### src/rtl/ram_access_arbiter.sv
// Shares the single ram512x8 between the instruction-fetch port (I) and the
// load/store port (D). Each granted request becomes one registered RAM cycle
// (ram_en held until ram_finished or timeout) followed by a one-cycle response
// slot that carries the ack/err pulse and gives the RAM a recovery cycle.
module ram_access_arbiter #(
  parameter int ADDR_W  = 9,
  parameter int TIMEOUT = 16
) (
  input  logic              clk,
  input  logic              rst_n,
  input  logic              i_req,
  input  logic [ADDR_W-1:0] i_addr,
  output logic              i_ack,
  output logic              i_err,
  output logic [31:0]       i_rdata,
  input  logic              d_req,
  input  logic              d_rw,
  input  logic [1:0]        d_size,
  input  logic [ADDR_W-1:0] d_addr,
  input  logic [31:0]       d_wdata,
  output logic              d_ack,
  output logic              d_err,
  output logic [31:0]       d_rdata,
  output logic              ram_en,
  output logic              ram_rw,
  output logic [ADDR_W-1:0] ram_adr,
  output logic [31:0]       ram_data,
  output logic [1:0]        ram_size,
  output logic [1:0]        ram_place,
  input  logic [31:0]       ram_out,
  input  logic              ram_finished,
  output logic              busy
);

  localparam int               CNT_W     = $clog2(TIMEOUT);
  localparam logic [CNT_W-1:0] CNT_LAST  = CNT_W'(TIMEOUT - 1);
  localparam logic [1:0]       SIZE_WORD = 2'b10;

  typedef enum logic [1:0] {S_IDLE, S_ACCESS, S_RESP} state_e;
  typedef enum logic {PORT_I = 1'b0, PORT_D = 1'b1} port_e;

  state_e            state_q, state_d;
  port_e             grant_q, grant_d;
  port_e             last_grant_q, last_grant_d;
  logic [CNT_W-1:0]  cnt_q, cnt_d;
  logic              en_q, en_d;
  logic              rw_q, rw_d;
  logic [ADDR_W-1:0] adr_q, adr_d;
  logic [31:0]       data_q, data_d;
  logic [1:0]        size_q, size_d;
  logic [1:0]        place_q, place_d;
  logic              i_ack_q, i_ack_d, i_err_q, i_err_d;
  logic              d_ack_q, d_ack_d, d_err_q, d_err_d;
  logic [31:0]       i_rdata_q, i_rdata_d;
  logic [31:0]       d_rdata_q, d_rdata_d;

  port_e pick;
  logic  d_bad;
  logic  pick_bad;

  // Arbitration and alignment check for whatever is requesting this cycle.
  always_comb begin
    // NOTE: every combinational output gets a default first so no path leaves it unassigned (no latch).
    pick = PORT_I;
    if (d_req && (!i_req || last_grant_q == PORT_I)) pick = PORT_D;
    case (d_size)
      2'b00:   d_bad = 1'b0;
      2'b01:   d_bad = d_addr[0];
      2'b10:   d_bad = |d_addr[1:0];
      default: d_bad = 1'b1;
    endcase
    pick_bad = (pick == PORT_D) ? d_bad : |i_addr[1:0];
  end

  // Next-state and registered-output logic of the access sequencer.
  always_comb begin
    state_d      = state_q;
    grant_d      = grant_q;
    last_grant_d = last_grant_q;
    cnt_d        = cnt_q;
    en_d         = en_q;
    rw_d         = rw_q;
    adr_d        = adr_q;
    data_d       = data_q;
    size_d       = size_q;
    place_d      = place_q;
    i_ack_d      = 1'b0;
    i_err_d      = 1'b0;
    d_ack_d      = 1'b0;
    d_err_d      = 1'b0;
    i_rdata_d    = i_rdata_q;
    d_rdata_d    = d_rdata_q;

    case (state_q)
      S_IDLE: begin
        if (i_req || d_req) begin
          grant_d      = pick;
          last_grant_d = pick;
          if (pick_bad) begin
            // Misaligned or reserved size: answer straight away, no RAM cycle.
            state_d = S_RESP;
            if (pick == PORT_D) d_err_d = 1'b1;
            else                i_err_d = 1'b1;
          end else begin
            state_d = S_ACCESS;
            en_d    = 1'b1;
            cnt_d   = '0;
            if (pick == PORT_D) begin
              rw_d    = d_rw;
              adr_d   = {d_addr[ADDR_W-1:2], 2'b00};
              data_d  = d_wdata;
              size_d  = d_size;
              place_d = d_addr[1:0];
            end else begin
              rw_d    = 1'b1;
              adr_d   = {i_addr[ADDR_W-1:2], 2'b00};
              size_d  = SIZE_WORD;
              place_d = i_addr[1:0];
            end
          end
        end
      end

      S_ACCESS: begin
        if (ram_finished) begin
          // Completion beats a coincident timeout.
          en_d    = 1'b0;
          state_d = S_RESP;
          if (grant_q == PORT_D) begin
            d_ack_d = 1'b1;
            if (rw_q) d_rdata_d = ram_out;
          end else begin
            i_ack_d = 1'b1;
            if (rw_q) i_rdata_d = ram_out;
          end
        end else if (cnt_q == CNT_LAST) begin
          en_d    = 1'b0;
          state_d = S_RESP;
          if (grant_q == PORT_D) d_err_d = 1'b1;
          else                   i_err_d = 1'b1;
        end else begin
          cnt_d = cnt_q + CNT_W'(1);
        end
      end

      S_RESP: begin
        // Single response/recovery cycle; requests are not looked at here.
        cnt_d   = '0;
        state_d = S_IDLE;
      end

      default: state_d = S_IDLE;
    endcase
  end

  // State and output registers; reset also aborts any RAM cycle in flight.
  always_ff @(posedge clk or negedge rst_n) begin
    if (!rst_n) begin
      state_q      <= S_IDLE;
      grant_q      <= PORT_I;
      last_grant_q <= PORT_I;
      cnt_q        <= '0;
      en_q         <= 1'b0;
      rw_q         <= 1'b1;
      adr_q        <= '0;
      data_q       <= '0;
      size_q       <= '0;
      place_q      <= '0;
      i_ack_q      <= 1'b0;
      i_err_q      <= 1'b0;
      d_ack_q      <= 1'b0;
      d_err_q      <= 1'b0;
      i_rdata_q    <= '0;
      d_rdata_q    <= '0;
    end else begin
      // NOTE: non-blocking assignments so every register updates from pre-edge values.
      state_q      <= state_d;
      grant_q      <= grant_d;
      last_grant_q <= last_grant_d;
      cnt_q        <= cnt_d;
      en_q         <= en_d;
      rw_q         <= rw_d;
      adr_q        <= adr_d;
      data_q       <= data_d;
      size_q       <= size_d;
      place_q      <= place_d;
      i_ack_q      <= i_ack_d;
      i_err_q      <= i_err_d;
      d_ack_q      <= d_ack_d;
      d_err_q      <= d_err_d;
      i_rdata_q    <= i_rdata_d;
      d_rdata_q    <= d_rdata_d;
    end
  end

  assign ram_en    = en_q;
  assign ram_rw    = rw_q;
  assign ram_adr   = adr_q;
  assign ram_data  = data_q;
  assign ram_size  = size_q;
  assign ram_place = place_q;
  assign i_ack     = i_ack_q;
  assign i_err     = i_err_q;
  assign i_rdata   = i_rdata_q;
  assign d_ack     = d_ack_q;
  assign d_err     = d_err_q;
  assign d_rdata   = d_rdata_q;
  assign busy      = (state_q != S_IDLE);

endmodule

### config.mk
export PLATFORM = sky130hd
export DESIGN_NAME = ram_access_arbiter
export DESIGN_NICKNAME = d
export VERILOG_FILES = /design/src/rtl/ram_access_arbiter.sv
export SDC_FILE = /design/constraint.sdc
export NUM_CORES = 1
export LEC_CHECK = 0
export CORE_MARGIN = 2
export CORE_UTILIZATION = 30
export CTS_CLUSTER_SIZE = 24
export DETAILED_ROUTE_END_ITERATION = 12
export SYNTH_ARGS = -nofsm -noshare
export SYNTH_HDL_FRONTEND = slang
export SYNTH_SLANG_ARGS = --single-unit
export TNS_END_PERCENT = 10
### constraint.sdc
create_clock -name clk -period 3.91 [get_ports clk]
set_input_delay 0.782 -clock clk [delete_from_list [all_inputs] [get_ports clk]]
set_output_delay 0.782 -clock clk [all_outputs]
set_load 0.02 [all_outputs]
==> impl_results.md <==
* Status: finished, final reports clean
* Worst-path cell chain: clkdlybuf4s50_1, a21boi_2, nor2_1, nor3_4, buf_4, mux2_2
* Chip width at 130 um
* CTS tree: done
* Slowest stage cell, crit path: clkdlybuf4s50_1
* Number of antenna diodes at 0
* Starting Density at 30.4%
* FILL cells at roughly 1400
* GP Congestion at 0.797
* All-Layer GR Usage at 13.7%
* Finished Layout Cells at roughly 760
* Leak pwr at 3.24 nW
* RSZ-0062 raised after global routing: false
* Drt first pass iters at 4
* Core box area at between 15000 and 20000 um^2
* Multi-input gate area at between 1500 and 2000 um^2
* Buf+Inv Stages, Crit Path at 2
* Number of DRC markers in iteration 0 at 107
* Design Area, Final at 7660 um^2
* Ys flop type: dfrtp_1
* Post-CTS Setup Inserts at 0
* Syn-to-layout area delta at 59.8%
* #FFs+latches synth at 120
* WP data required at 4.20 ns
* Global-route wire length before repair at 17800 um
* Clk_lat worst skew at 0.40 ns
* Peak supply drop at 417 uV
* Max Fclk at 371 MHz
* Post-Route WL at 11600 um
* Chip height at 130 um
* Startpoint Class: input pin
* Post-DRT Antenna Nets at 0
* Maximum fanout along the worst path at 9
* Share of cells above drive strength 1 at slightly below 30%
* Seq. cell area at 3000 um^2
* Register area share after synthesis at between 60% and 70%
* Wire per inst at 15.4 um
* Synth warnings at 0
* I/O pins at 206
* Unique masters post-synth at 42
* Most common cell after layout, fill and taps aside: clkdlybuf4s50_1
* Syn Area/Cell at 15.5 um^2
* Grt total ovfl at 0
* Clk slew on worst S/H paths at 0.05 ns
* Clock group share of total power at between 20% and 30%
* Max stage delay on crit path at 0.59 ns
* Largest net degree at the start of global routing at 59
* Final setup TNS at 0 ns
* Maxcap violations at 0
* Antenna violations before repair at 0
* Min cycle time layout at about 2.7 ns
* Clk_skew at 0.00654 ns
* Clock Path Buffers at 2
* TritonCTS Sinks at 120
* I/O Buffers at between 200 and 250
* Post-DP Area at 7070 um^2
* Cell depth of the worst flop-to-flop path at 5
* # rows at 46
* DP Wirelength at 8390 um
* CP arrival at 2.98 ns
* Max-slew headroom at between 50% and 60%
* Worst-margin pin slew at 0.740 ns
* Crit path kind: in -> reg
* Clock Tree Root: clkbuf_16
* Final slew viol count at 0
* P per Cell Area at 868 nW/um^2
* Internal Power at 4.44 mW
* Die area at 17000 um^2
* Critical Path End Type: flip-flop
* Net Sw Power at around 2.2 mW
* DR DRC count at 0
* Vias in the first global route at 3513
* Final nets at between 600 and 700
* Post-layout util at 48.6%
* Hold Fails Final Rpt at 0
* CP top delay family: buffers and inverters
* DR vias/cell at 4.48
* Hold-fix buffers, CTS at 0
* Cell Area, Synth at 4790 um^2
* Power, Total at 6.65 mW
* Gate power share at approximately 44%
* H-tree levels at 4
* FFs w/ async S/R, synth at 100%
* Switching Fraction at 33.2%
* Num CTS Buffers at 17
* Hold/Removal Path Class: in -> async
* Reg power frac at 32.7%
* Setup violators final at 0
* Post-cts sizing count at 0
* Cells after DPL at 724
* Syn Inst Count at 309
* Levels on crit path at 6
* Most frequent cells in the layout: clkdlybuf4s50_1, dfrtp_1, mux2_2
* Post-synth EDFFs at 0
* Vias post-DR at approximately 3400
* Ratio of final minimum period to clock period at 68.9%
## worst paths after layout
path	start	endpoint	slack (ns)
worst max-delay path	d_req	ram_place[0]$_DFFE_PN0P_	1.21
worst min-delay path	rst_n	i_rdata[21]$_DFFE_PN0P_	0.45
worst max register to register	last_grant_q$_DFFE_PN0P_	ram_place[0]$_DFFE_PN0P_	1.75
worst min register to register	d_rdata[2]$_DFFE_PN0P_	d_rdata[2]$_DFFE_PN0P_	0.49
max in group asynchronous	rst_n	i_rdata[3]$_DFFE_PN0P_	2.66
min in group clk	d_rdata[2]$_DFFE_PN0P_	d_rdata[2]$_DFFE_PN0P_	0.49
## flip-flops by register name, summed over array words and instances (netlist names)
register,flops
cnt_q,4
d_ack,1
d_err,1
d_rdata,32
i_ack,1
i_err,1
i_rdata,32
last_grant_q,1
ram_adr,7
ram_data,32
ram_en,1
ram_place,2
ram_rw,1
ram_size,2
state_q,2
## worst reg2reg max path, cell delays in order (launching register included)
cell	delay (ns)
dfrtp_1	0.47
a21boi_2	0.42
nor2_1	0.17
nor3_4	0.40
buf_4	0.25
mux2_2	0.34
## through the flow
step	hold slack [ns]	setup WS (ns)
after floorplan	0.486	1.76
after CTS	0.468	1.21
after global routing	0.498	1.10
after global placement	0.474	0.870
final	0.454	1.21
after detailed placement	0.482	0.787
## layer usage
metal	vias up	track usage (%)	wire [um]
li1	1548	-	-
met1	1662	16.2	4910
met2	159	21.3	5320
met3	14	7.33	1240
met4	0	4.94	148
met5	-	0	0
## final cells by class
| class | count | area share, % |
|---|---|---|
| inverter | 6 | 0.294 |
| clock buffer | 23 | 6.37 |
| multi-input combinational | 171 | 22.0 |
| tap | 216 | 3.53 |
| sequential | 120 | 39.2 |
| timing repair buffer | 211 | 27.3 |
| clock inverter | 8 | 1.24 |
## cell families after synthesis
| logic type | Yosys count | share of synthesized area, % |
|---|---|---|
| AND/OR/NAND/NOR | 30 | 3.94 |
| buffers and inverters | 19 | 2.14 |
| flip-flops | 120 | 62.7 |
| adder cells (fa/ha/maj) | 1 | 0.261 |
| AO/OA/AOI/OAI | 24 | 3.68 |
| other | 1 | 0.0783 |
| multiplexers | 114 | 27.2 |
## Yosys cell counts (all sizes together), types with 2 or more instances
library cell,n,share of area (%)
a21oi,3,0.31
a31oi,4,0.52
and3,2,0.37
buf,13,1.7
dfrtp,119,62
inv,6,0.47
mux2,114,27
nand2,8,0.63
nand3,2,0.31
nor2,5,0.44
nor3,6,1.1
o21a,2,0.31
o21ai,3,0.39
o22ai,3,0.39
or4,2,0.31
## power groups by stage
stage	clock, mW	combinational (mW)	sequential, mW
final	1.52	2.95	2.18
after global routing	1.63	3.14	2.25
after CTS	1.57	2.99	2.18
after detailed placement	0	2.98	2.19
after global placement	0	2.96	2.17
after floorplan	0	0.812	2.86
No activity file was read; power rests on OpenSTA's default activity.
